--- config.mk ---
export PLATFORM = sky130hd
export DESIGN_NAME = instr_prefetch_queue
export DESIGN_NICKNAME = d
export VERILOG_FILES = /design/src/rtl/instr_prefetch_queue.sv
export SDC_FILE = /design/constraint.sdc
export NUM_CORES = 1
export LEC_CHECK = 0
export ABC_AREA = 1
export CAP_MARGIN = 20
export CORE_UTILIZATION = 30
export CTS_CLUSTER_SIZE = 14
export DETAILED_ROUTE_END_ITERATION = 16
export MAX_ROUTING_LAYER = met4
export SLEW_MARGIN = 20
export SYNTH_ARGS = -nofsm -noshare
export SYNTH_HDL_FRONTEND = slang
export SYNTH_SLANG_ARGS = --single-unit
--- constraint.sdc ---
create_clock -name clk -period 9.04 [get_ports clk]
set_input_delay 1.356 -clock clk [delete_from_list [all_inputs] [get_ports clk]]
set_output_delay 1.356 -clock clk [all_outputs]
set_load 0.01 [all_outputs]
--- src/rtl/instr_prefetch_queue.sv ---
// Instruction prefetch queue: issues sequential 16-bit fetches (one outstanding at a time)
// into a small FIFO, with redirect flushing and discard of an in-flight response.
module instr_prefetch_queue #(
    parameter int unsigned DEPTH    = 4,
    parameter logic [15:0] RESET_PC = 16'd99
) (
    input  logic                   clk,
    input  logic                   reset,
    input  logic                   redirect,
    input  logic [15:0]            redirect_pc,
    output logic                   mem_req,
    output logic [15:0]            mem_addr,
    input  logic                   mem_ack,
    input  logic [15:0]            mem_rdata,
    output logic                   ir_valid,
    input  logic                   ir_ready,
    output logic [15:0]            ir_data,
    output logic [15:0]            ir_pc,
    output logic [$clog2(DEPTH):0] q_count
);

    localparam int unsigned   AW        = $clog2(DEPTH);
    localparam int unsigned   CW        = AW + 1;
    localparam logic [CW-1:0] FullCount = CW'(DEPTH);

    typedef enum logic [1:0] {StIdle, StFetch, StFlush} state_e;

    state_e        state_q, state_d;
    logic [15:0]   fetch_pc_q, fetch_pc_d;
    logic [15:0]   mem_addr_q, mem_addr_d;
    logic [CW-1:0] count_q, count_d;
    logic [AW-1:0] rd_ptr_q, rd_ptr_d;
    logic [AW-1:0] wr_ptr_q, wr_ptr_d;
    logic [15:0]   data_mem_q [DEPTH];
    logic [15:0]   pc_mem_q   [DEPTH];
    logic          push, pop;
    logic [CW-1:0] post_count;

    always_comb begin
        state_d    = state_q;
        fetch_pc_d = fetch_pc_q;
        mem_addr_d = mem_addr_q;
        push       = 1'b0;
        pop        = (count_q != '0) && ir_ready;
        post_count = count_q + CW'(1) - CW'(pop);

        if (redirect) begin
            fetch_pc_d = redirect_pc;
            // An unacked request must still be drained; its data is dropped in StFlush.
            unique case (state_q)
                StIdle:  state_d = StIdle;
                default: state_d = mem_ack ? StIdle : StFlush;
            endcase
        end else begin
            unique case (state_q)
                StIdle: begin
                    if (count_q < FullCount) begin
                        state_d    = StFetch;
                        mem_addr_d = fetch_pc_q;
                    end
                end
                StFetch: begin
                    if (mem_ack) begin
                        push       = 1'b1;
                        fetch_pc_d = fetch_pc_q + 16'd1;
                        if (post_count < FullCount) begin
                            mem_addr_d = fetch_pc_d;
                        end else begin
                            state_d = StIdle;
                        end
                    end
                end
                StFlush: begin
                    if (mem_ack) begin
                        state_d = StIdle;
                    end
                end
                default: state_d = StIdle;
            endcase
        end

        if (redirect) begin
            count_d  = '0;
            rd_ptr_d = '0;
            wr_ptr_d = '0;
        end else begin
            count_d  = count_q + CW'(push) - CW'(pop);
            rd_ptr_d = rd_ptr_q + AW'(pop);
            wr_ptr_d = wr_ptr_q + AW'(push);
        end
    end

    always_ff @(posedge clk) begin
        if (reset) begin
            state_q    <= StIdle;
            fetch_pc_q <= RESET_PC;
            mem_addr_q <= '0;
            count_q    <= '0;
            rd_ptr_q   <= '0;
            wr_ptr_q   <= '0;
        end else begin
            state_q    <= state_d;
            fetch_pc_q <= fetch_pc_d;
            mem_addr_q <= mem_addr_d;
            count_q    <= count_d;
            rd_ptr_q   <= rd_ptr_d;
            wr_ptr_q   <= wr_ptr_d;
        end
    end

    // Storage needs no reset: entries are only visible through count_q.
    always_ff @(posedge clk) begin
        if (push) begin
            data_mem_q[wr_ptr_q] <= mem_rdata;
            pc_mem_q[wr_ptr_q]   <= fetch_pc_q;
        end
    end

    assign mem_req  = (state_q != StIdle);
    assign mem_addr = mem_addr_q;
    assign ir_valid = (count_q != '0);
    assign ir_data  = ir_valid ? data_mem_q[rd_ptr_q] : '0;
    assign ir_pc    = ir_valid ? pc_mem_q[rd_ptr_q] : '0;
    assign q_count  = count_q;

endmodule

Word-level counts from Yosys, hierarchy flattened
Memories as Yosys holds them, arrays and structs flattened. A register that Yosys moved wholly into a read port is not among the register bits.
Cells that the tools add are included.
- bits of input ports: 37
- memory bits (writable): 128
- word-level logic and storage cells: 62
- memories: 2
- register bits after elaboration: 41
- output and inout bits: 53
- order comparisons: 2
- multiplexer cells: 24
- equal/unequal tests: 9
- add/subtract/negate cells: 7
- reduce and logical (&&, ||, !) cells: 11
- bitwise gates (word level): 1
- memory list (memory ; words ; bits a word ; read ports ; clocked after memory_dff ; wr ports ; line ; text):
    data_mem_q ; 4 ; 16 ; 1 ; 1 ; 1 ; 34 ; logic [15:0] data_mem_q [DEPTH];
    pc_mem_q ; 4 ; 16 ; 1 ; 1 ; 1 ; 35 ; logic [15:0] pc_mem_q [DEPTH];
- operators with widths (operator ; count):
    16-bit two-way mux ; 8
    16-bit case mux with 2 select lines ; 1
    2-bit two-way mux ; 9
    16-bit by 1-bit adder with 16-bit output, second input constant ; 1
    3-bit inequality test, second input constant ; 4
    2-bit nonzero test ; 4
    3-bit less-than comparator, second input constant ; 2
    2-bit inequality test, second input constant ; 3
    2-bit case mux with 3 select lines ; 1
    3-bit by 1-bit subtractor with 3-bit output ; 2
    1-bit two-way mux ; 5
    5-bit AND reduction ; 1
    2-bit by 1-bit adder with 2-bit output ; 2
    4-bit AND reduction ; 1
    3-bit by 1-bit adder with 3-bit output ; 1
    3-bit by 1-bit adder with 3-bit output, second input constant ; 1
    3-bit nonzero test ; 1
    2-bit by 1-bit == test with 1-bit output, second input constant ; 1
    2-bit == test, second input constant ; 1
    2-bit zero test ; 1
    2-bit AND reduction ; 1
    2-bit OR reduction ; 1
    1-bit logical AND ; 1
    1-bit inverter ; 1

Longest topological paths before layout
- depth after elaboration: 8
- gate-level depth with buffers: 12
- depth with buffers taken out: 12

Least setup slack after synthesis
No wires, ideal clock.
- path type: input to register
- start: input port redirect
- end: memory data_mem_q[0][0], enable pin
- slack: 4.588 ns
- required time: 8.579 ns
- cell stages on the path: 4
- library setup time: 0.461 ns
- arrival: 3.991 ns
- path buffers: 1
- cell sequence: buf_2 > nor2_4 > inv_2 > nor3_1
- longest elaborated chain between the ends: 3
- ends and longest elaborated chain (item ; line ; text):
    from (decl) ; 9 ; input logic redirect,
    1-bit two-way mux ; 47 ; if (redirect) begin
    1-bit two-way mux ; 113 ; if (push) begin
    1-bit two-way mux (not written as such) ; 114 ; data_mem_q[wr_ptr_q] <= mem_rdata;
    to (decl) ; 34 ;
Every way passes these cells.

Worst setup path after layout
- start: input port redirect
- end: register count_q[2] (netlist: q_count[2])
- longest elaborated chain between the ends: 3
- elaborated cells on any way between the ends: 4
- classes of those cells: add/sub (2); mux (1); reduce/logical (1)
- ends and longest elaborated chain (item ; line ; text):
    1-bit two-way mux ; 47 ;
    3-bit by 1-bit adder with 3-bit output ; 87 ; count_d = count_q + CW'(push) - CW'(pop);
    3-bit by 1-bit subtractor with 3-bit output ; 87 ;
    to (signal assigned) ; 105 ; count_q <= count_d;
    to (decl) ; 31 ; logic [CW-1:0] count_q, count_d;
Several ways; a longest one is shown, not always the timed one.
A chain may end at the register's enable or synchronous reset.

==> flow_summary.toml <==
[setup_path]
crit_family = "buffers and inverters"
critPathMaxStageDelay_ps = 810
cp.depth = 10
worstSetupPathType = "primary input to flip-flop"
end_kind = "flip-flop"
cpMaxStageDelayCell = "clkdlybuf4s50_1"
crit_required_ps = 9350
r2r_slack_ps = 6010
worstPathArrival_ps = 4260
cp-start-kind = "primary input"
path_common_cell = "ha_1"
crit_chain = "clkdlybuf4s50_1, nor2_4, inv_2, ha_1, inv_1, ha_1, fa_1, xnor2_1, xor2_1, nor2_1"
crit_fanout = 19
endpoint = "q_count[2]"
r2r_start = "state_q[0]"
rr_endpoint = "q_count[2]"
worstRegToRegCells = 12
path_buf_inv = 3
startpoint = "redirect"

[floorplan]
io_pins = 90
core_sq_um = 23700
die_x_um = 158
fp-row-count = 56
initial_core_util_pct = 30.9
fp.dieH_um = 158
dieArea_sq_um = 25100

[timing]
skew_ps = 10.1
finalMaxSlewViolations = 0
fmax_mhz = 253
post-route-min-period_ps = 3950
fin_ws_ps = 5090
fin_tns_setup_ps = 0
slew_headroom_pct = 46.8
worst_pin_slew_ps = 795
setup_violations = 0
rsz0062_at_grt = "no"
report.final.hold_viol_count = 0
fin_crit_sh_pct = 43.7

[pwr]
switching_share_pct = 23.5
intPower_mw = 1.32
pwr-share-comb_pct = 7.6
power_density_nw_per_um2 = 188
leakagePower_nw = 3.25
power_frac_seq_pct = 50.3
ir_worst_vdd_v = 0.0000786
power.net_switching_uw = 405
total_power_mw = 1.72
clkPwrFrac_pct = 42.1

[synthesis]
synth_ff_type = "edfxtp_1"
synth_top_cell_by_area = "edfxtp_1"
synth_edf_count = 128
syn_inst = 753
synth_area_per_cell_sq_um = 9.73
synth_area_sq_um = 7330
synth_nets = 796
synth.ff_latch_count = 169
synth_warnings = 0
yosysSeqAreaShare_pct = 63.7
async_flop_share_pct = 0
yosys.area.top_type_share_pct = 52.5
synth_cell_types = 36
synth_area_leaders = "edfxtp_1, dfxtp_1, nor2_1"

[global_routing]
grt_max_degree = 66
first_global_vias = 5115
overflow = 0
grt_usage_pct = 15.2
antenna_found_initial = 0
grt_first_pass_wirelength_mm = 27.4

[drt]
vias = 5464
routed_wl_mm = 17.8
drc = 0
drt_iter0_markers = 394
antenna_left = 0
firstDrtPassIters = 5
wl_per_cell_um = 15.2
routed_via_density = 4.67

[run]
maxCapViolCount = 0

[placement]
place_congestion = 0.855
post-place-ws_ps = 4610
hpwl_mm = 10.7
io_buffers = 89
placedCellCount = 1137

[final_layout]
final_nets = 880
drive_above_1_share_pct = 7.53
syn_to_final_growth_pct = 24.9
n_fill_cell = 2371
final_cell_mix = "nor2_1, edfxtp_1, nand2_1, clkdlybuf4s50_1, o21ai_0"
layout.cells.non_filler = 1169
final_common_cell = "nor2_1"
insertedDiodeCount = 0

[cts]
numCtsBuffers = 17
cts_buffer_depth = 2
clk_latency_ps = 430
path_clk_slew_ps = 70
cts_resized = 0
cts.sinks = 169
tritoncts = "done"
cts_setup_buffers = 0
hold_buffers = 0
h-tree-depth = 4
ctsRootBufferMaster = "clkbuf_16"

[status]
status = "complete, no violations"

[hold_path]
hold_class = "flip-flop to flip-flop"
==> layout make-up <==
type                    instances  area (sq um)  area share, %
well taps                     319           399           4.36
inverters                      48           180           1.97
repair buffers                 98           958           10.5
clock inverters                15           163           1.78
flip-flops and latches        169          4670           51.0
clock buffers                  17           425           4.65
multi-input cells             503          2360           25.8
==> power by group through the flow <==
| stage | registers [mW] | logic (mW) | clock network, mW |
|---|---|---|---|
| after floorplan | 0.880 | 0.0680 | 0 |
| after CTS | 0.867 | 0.133 | 0.738 |
| final | 0.867 | 0.132 | 0.726 |
| after global routing | 0.869 | 0.145 | 0.776 |
| after global placement | 0.883 | 0.131 | 0 |
| after detailed placement | 0.884 | 0.132 | 0 |
==> cells by family (layout without fill, tap and decap cells) <==
logic type      after synthesis  after routing  share of synthesized area, %
fa+ha+maj                     6              6                          1.13
compound gates              146            146                          10.5
simple gates                344            344                          19.4
flops                       169            169                          63.7
buf+inv                      81            178                          4.51
xor+xnor                      7              7                         0.837
==> how the worst min path moves through the flow <==
stage	from	to	slack [ps]	depth (start not counted)
after global placement	mem_addr[4]	mem_addr[4]	460	2
after global routing	state_q[0]	state_q[0]	500	1
after floorplan	state_q[0]	state_q[0]	450	1
final	mem_addr[4]	mem_addr[4]	480	2
after detailed placement	mem_addr[4]	mem_addr[4]	460	2
after CTS	mem_addr[4]	mem_addr[4]	470	2
==> worst reg2reg max path, cell delays in order, from the launching register on <==
cell and delay [ps]:
dfxtp_1 350, inv_2 70, nor2_4 430, nand2_2 160, nor2_4 370, inv_2 200, ha_1 320, inv_1 40
ha_1 180, fa_1 380, xnor2_1 200, xor2_1 170, nor2_1 50
==> registers in the layout (all words and copies together), names as in the netlist <==
| signal | flops |
|---|---|
| pc_mem_q | 64 |
| mem_addr | 16 |
| fetch_pc_q | 16 |
| rd_ptr_q | 2 |
| state_q | 2 |
| wr_ptr_q | 2 |
| data_mem_q | 64 |
| q_count | 3 |
==> through the flow <==
step                hold WS [ps]  area, sq um  util (%)
detailed placement           459         8560      36.2
global placement             462         8560      36.2
CTS                          473         9150      38.6
global route                 502         9150      38.6
finish                       475         9150      38.6
floorplan                    447         7330         -
==> layer usage <==
layer | track usage (%) | routed length (um) | vias to the layer above
met5 | - | 0 | -
met4 | 4.08 | 148 | 0
met3 | 3.54 | 910 | 14
met2 | 23.5 | 8270 | 172
met1 | 19.8 | 8470 | 2570
li1 | - | - | 2708
==> cells in the mapped netlist (3+ instances only) <==
cell type	count
buf_2	9
xnor2_1	3
a31oi_1	4
edfxtp_1	128
o21ai_0	75
nor2_1	180
ha_1	5
inv_1	40
a21oi_1	54
clkbuf_1	17
nor3_1	4
o211ai_1	4
nand2_1	117
nand3_1	22
inv_2	7
buf_1	5
o21ai_1	4
dfxtp_1	41
nand2_2	4
xor2_1	4
nand4_1	6
(Power assumes the default switching activity.)
